### config.mk
export PLATFORM = sky130hd
export DESIGN_NAME = sat_counter8_flat
export DESIGN_NICKNAME = d
export VERILOG_FILES = /design/src/rtl/counter_pkg.sv /design/src/rtl/counter_if.sv /design/src/rtl/sat_counter8.sv /design/src/flat_wrapper.sv
export SDC_FILE = /design/constraint.sdc
export NUM_CORES = 1
export LEC_CHECK = 0
export BUFFER_PORTS_ARGS = -buffer_cell sky130_fd_sc_hd__buf_4
export CORE_AREA = 2 2 39 41
export CTS_BUF_LIST = sky130_fd_sc_hd__clkbuf_4 sky130_fd_sc_hd__clkbuf_8 sky130_fd_sc_hd__clkbuf_16
export DETAILED_ROUTE_END_ITERATION = 10
export DIE_AREA = 0 0 41 43
export PLACE_DENSITY = 0.6
export SLEW_MARGIN = 30
export SYNTH_ARGS = -nofsm -noshare
export SYNTH_HDL_FRONTEND = slang
export SYNTH_SLANG_ARGS = --single-unit
### constraint.sdc
create_clock -name clk -period 2.86 [get_ports clk]
set_input_delay 0.572 -clock clk [delete_from_list [all_inputs] [get_ports clk]]
set_output_delay 0.572 -clock clk [all_outputs]
set_load 0.02 [all_outputs]
### src/rtl/counter_pkg.sv
// Shared types and constants for the counter checker tile.
// Bit positions on the TinyTapeout uio bus live here.
package counter_pkg;

  typedef enum logic [1:0] {
    HUNT   = 2'b00,
    SYNC   = 2'b01,
    LOCKED = 2'b10,
    BAD    = 2'b11
  } state_e;

  localparam int VLD_BIT   = 0;
  localparam int CLR_BIT   = 1;
  localparam int SEL_BIT   = 2;

  localparam int LOCK_BIT  = 4;
  localparam int ERR_BIT   = 5;
  localparam int STATE_LSB = 6;

  localparam logic [7:0] UIO_OE_VAL = 8'hF0;

  function automatic logic is_next(
    input logic [7:0] prev,
    input logic [7:0] cur
  );
    return cur == 8'(prev + 8'd1);
  endfunction

endpackage

### src/rtl/counter_if.sv
// Control/status bundle between the checker FSM
// and its saturating error counter.
interface counter_if;
  import counter_pkg::*;

  logic       inc;
  logic       clr;
  logic [7:0] cnt;

  modport master (
    output inc,
    output clr,
    input  cnt
  );

  modport slave (
    input  inc,
    input  clr,
    output cnt
  );

endinterface

### src/rtl/sat_counter8.sv
// 8-bit up-counter, saturating at 255.
// Synchronous clear takes priority over increment.
module sat_counter8
  import counter_pkg::*;
(
  input  logic      clk,
  input  logic      rst_n,
  counter_if.slave  bus
);

  logic [7:0] cnt_q;
  logic [7:0] cnt_d;

  always_comb begin
    cnt_d = cnt_q;
    if (bus.clr) begin
      cnt_d = 8'd0;
    end else if (bus.inc && cnt_q != 8'hFF) begin
      cnt_d = cnt_q + 8'd1;
    end
  end

  always_ff @(posedge clk or negedge rst_n) begin
    if (!rst_n) begin
      cnt_q <= 8'd0;
    end else begin
      cnt_q <= cnt_d;
    end
  end

  assign bus.cnt = cnt_q;

endmodule

### src/flat_wrapper.sv
// flat-port wrapper written by rule: the top's interface ports become plain ports
module sat_counter8_flat import counter_pkg::*;
  (clk, rst_n, bus_inc, bus_clr, bus_cnt);
  counter_if bus_i ();
  input  logic clk;
  input  logic rst_n;
  input wire logic [$bits(bus_i.inc)-1:0] bus_inc;
  input wire logic [$bits(bus_i.clr)-1:0] bus_clr;
  output wire logic [$bits(bus_i.cnt)-1:0] bus_cnt;
  assign bus_i.inc = bus_inc;
  assign bus_i.clr = bus_clr;
  assign bus_cnt = bus_i.cnt;
  sat_counter8 u_core (.clk(clk), .rst_n(rst_n), .bus(bus_i));
endmodule
### Yosys cells after proc, flatten, opt, wreduce, memory -nomap -nowiden

Index checks and enable logic that the tools add are counted.

* $add $sub $neg: 1
* eq/ne operators: 1
* mux-type cells: 2
* reduce and logical (&&, ||, !) cells: 2

Operators with widths (count)
* $mux 8: 2
* $add 8x1->8 const B: 1
* $ne 8x8->1 const B: 1
* $reduce_bool 2->1: 1
* $logic_and 1x1->1: 1

* register bits: 8
* input port bits: 4
* output and inout bits: 8
* word-level logic and storage cells: 7

### Longest topological paths before layout

* word-level depth: 4
* depth in mapped cells: 4
* depth with buffers taken out: 4

### Worst setup path before layout

Ideal clock, no wire load.

* path type: register to register
* start point: register u_core.cnt_q[0], in the netlist u_core.bus.cnt[0]
* end point: register u_core.cnt_q[0], in the netlist u_core.bus.cnt[0]
* setup time: 125 ps
* arrival time: 1425 ps
* required time: 2735 ps
* slack: 1309 ps
* stages on the path, launching flop included: 5
* path buffers: 0
* clock period less this slack: 1551 ps
* cells stage by stage: dfrtp_1 > ha_1 > and4_4 > a21boi_2 > mux2_4

* word-level cells in the longest chain between the ends: 3
* elaborated cells between the ends (all ways): 6
* those cells by class: add/sub (1); eq/ne (1); mux (2); reduce/logical (2)

RTL lines
* start, declared: RTL line sat_counter8.sv:11 `logic [7:0] cnt_q;`
* start signal, assigned: RTL line sat_counter8.sv:27 `cnt_q <= cnt_d;`
* $add 8x1->8 or $ne 8x8->1 (tied branches): RTL line sat_counter8.sv:19, sat_counter8.sv:18
* $mux 8 or $logic_and 1x1->1 (tied branches): RTL line sat_counter8.sv:18 `end else if (bus.inc && cnt_q != 8'hFF) begin`
* $mux 8 or $reduce_bool 2->1 (tied branches)

Parallel ways exist; a longest one is shown, timed or not. The select of a mux whose other input is x is not followed.
A chain may end at the register's enable or synchronous reset.

### Final worst setup path

Ends and elaborated chain as after synthesis.

==> run metrics <==
crit path from=u_core.bus.cnt[0]; postcts setup bufs=0; unrepaired setup endpoints after global routing=false; Inserted Clock Buffers=3; # DRC=0; wire length of the first global-routing pass=approximately 1800 um; worst-path fanout max=6; post-synthesis average cell area=~10 sq um; Ports=12; vias after detailed routing=a little under 400; area of the core region=around 1400 sq um; number of antenna violations at the first check in global routing=0; critical register-to-register path startpoint=u_core.bus.cnt[0]; growth of design area from synthesis to finish=23.1%; vertical extent of the die=approximately 43 um; area of the die=~1800 sq um; post-synthesis cell count=46; post-synthesis cell type with the largest combined area=sky130_fd_sc_hd__dfrtp_1; aggregate negative setup slack=0 ns; Hold WS=approximately 0.12 ns; ratio of cells with drive above 1 in the final layout=32.8%; utilization after layout=42.0%; cell types with the largest area share after synthesis=sky130_fd_sc_hd__dfrtp_1 (42%), sky130_fd_sc_hd__nand4_1 (4.0%), sky130_fd_sc_hd__a21oi_1 (3.2%); root buffer cell=sky130_fd_sc_hd__clkbuf_4; flop and latch count out of synthesis=8; count of cells resized by post-cts repair=0; overall power consumption=between 0.2 and 0.25 mW; highest achievable clock rate=between 0.6 and 0.7 GHz; remaining number of nets flagged by the antenna check after routing=0; number of inserted diodes=0; average via count per standard cell=~5.4; max FFs per register=8; cell at the slowest stage of the critical path=sky130_fd_sc_hd__dfrtp_1; post-layout instance count excluding filler cells=74; leftover overflow at the end of global routing=0; run status=complete, no violations; worst path cell trace=ha_1 -> and4_4 -> a21boi_2 -> mux2_4; Filler cells=149; total wire length=1020 um; number of maximum-capacitance violations=0; global routing usage summed across all routing layers=~15%; Final Max Slew Viols=0; CP peak stage delay=~0.42 ns; element type at the critical path start=flip-flop; headroom to the max-slew limit=between 80 and 90%; sequential-to-total area share from yosys stat=a little over two fifths; clock transition time at the flip-flop clock pins of the worst setup and hold paths=roughly 0.060 ns; category of the critical setup timing path=reg2reg; clock network latency to the later pin of the worst-skew pair=between 0.2 and 0.3 ns; vias in the first global route=~360; H-tree lvl count=1; path class of the lowest-slack min-delay path=in2async; number of buffer cells added on primary ports=11; wire per inst=about 14 um; top cell types by occurrence after synthesis=sky130_fd_sc_hd__dfrtp_1 (8), sky130_fd_sc_hd__a21oi_1 (3), sky130_fd_sc_hd__nand4_1 (3); total number of clock tree sinks=8; peak supply drop=a little under 0.2 mV; number of buffers between clock root and the deepest sink=2; power density over the cells=~400 nW/um^2; combined area of all synthesized cells=between 400 and 500 sq um; number of nets in the final layout=65; CP required=around 3.0 ns; final count of negative-setup-slack endpoints=0; total iterations of the first detailed-routing run=4; Worst EP arrival=approximately 1.7 ns; Final Wtd Congestion=~0.73; nature of the critical path endpoint=flip-flop; final worst path period need=~1.6 ns; Synth top area share=a little over two fifths; final hold viol count=0; violation count after the first detailed-route iteration=15; crit share post-route=a little over half; effective utilization at floorplan=between 30% and 40%; Post-synth EDFFs=0; number of synthesis warnings=0; horizontal extent of the die=between 40 and 50 um; worst clock skew=around 0.0033 ns; Primary FF master, synth=sky130_fd_sc_hd__dfrtp_1; largest net degree at the start of global routing=12; Synth Net Count=slightly above 50; Synth async-reset ratio=between 90% and 100%; number of buffers inserted for hold repair after clock tree synthesis=0; post-placement cell count=71; worst-margin pin slew=~0.24 ns; most common cell in the netlist=sky130_fd_sc_hd__dfrtp_1; CTS tree=yes; synth unique cells=28; LEAKAGE=approximately 0.27 nW; cell row count=14
worst max-delay path: cells and delay by family (launching register included):
kind / cells / cell delay (ns)
and+or+nand+nor: 1 / 0.24
DFF: 1 / 0.42
adders and majority gates: 1 / 0.30
AOI/OAI and AO/OA: 1 / 0.18
muxes: 1 / 0.31
power by group:
part	leakage [nW]	internal (mW)	switching, mW
clock network	0.0138	0.0483	0.0423
registers	0.110	0.116	0.00339
logic	0.143	0.0122	0.0140
routing by layer:
metal	vias to the layer above	wire [um]	global-route usage (%)
li1	201	-	-
met1	182	484	22.7
met2	12	477	18.4
met3	2	46	4.71
met4	0	11	10.0
met5	-	0	0
cells in the final DEF, fill, tap and decap left out, drive strengths merged, types with 2 or more instances in the layout:
| cell | count |
|---|---|
| a211oi | 2 |
| a21boi | 2 |
| a21oi | 3 |
| a31oi | 2 |
| and3 | 3 |
| buf | 11 |
| clkbuf | 3 |
| dfrtp | 8 |
| inv | 2 |
| nand2b | 2 |
| nand4 | 3 |
| nor2b | 2 |
| nor3 | 2 |
worst paths after layout:
kind | to | cells past startpoint | slack, ns
hold / removal | u_core.bus.cnt[5] | 1 | 0.12
setup reg to reg | u_core.bus.cnt[0] | 4 | 1.30
setup / recovery | u_core.bus.cnt[0] | 4 | 1.30
max in group asynchronous | u_core.bus.cnt[2] | 1 | 2.61
min in group clk | u_core.bus.cnt[4] | 2 | 0.57
hold reg to reg | u_core.bus.cnt[1] | 2 | 0.58
final cells by class:
cell class	count	area [sq um]	area share, %
clock buffer	3	22.5	3.88
multi-input combinational	34	248	42.7
tap	16	20.0	3.45
inverter	2	7.51	1.29
timing repair buffer	11	82.6	14.2
sequential	8	200	34.5
stage by stage:
step / area (sq um) / worst slack, ns
6_report: 581 / 1.30
3_5_place_dp: 558 / 1.32
2_1_floorplan: 472 / 1.31
4_1_cts: 581 / 1.30
5_1_grt: 581 / 1.23
3_3_place_gp: 558 / 1.36
cells by family (layout without fill, tap and decap cells):
group	Yosys count	count (layout)	synth area share, %
simple gates	19	19	26.0
compound gates	12	12	18.6
flops	8	8	42.4
buf+inv	4	16	5.04
mux	2	2	5.30
fa+ha+maj	1	1	2.65
(Power assumes the default switching activity.)
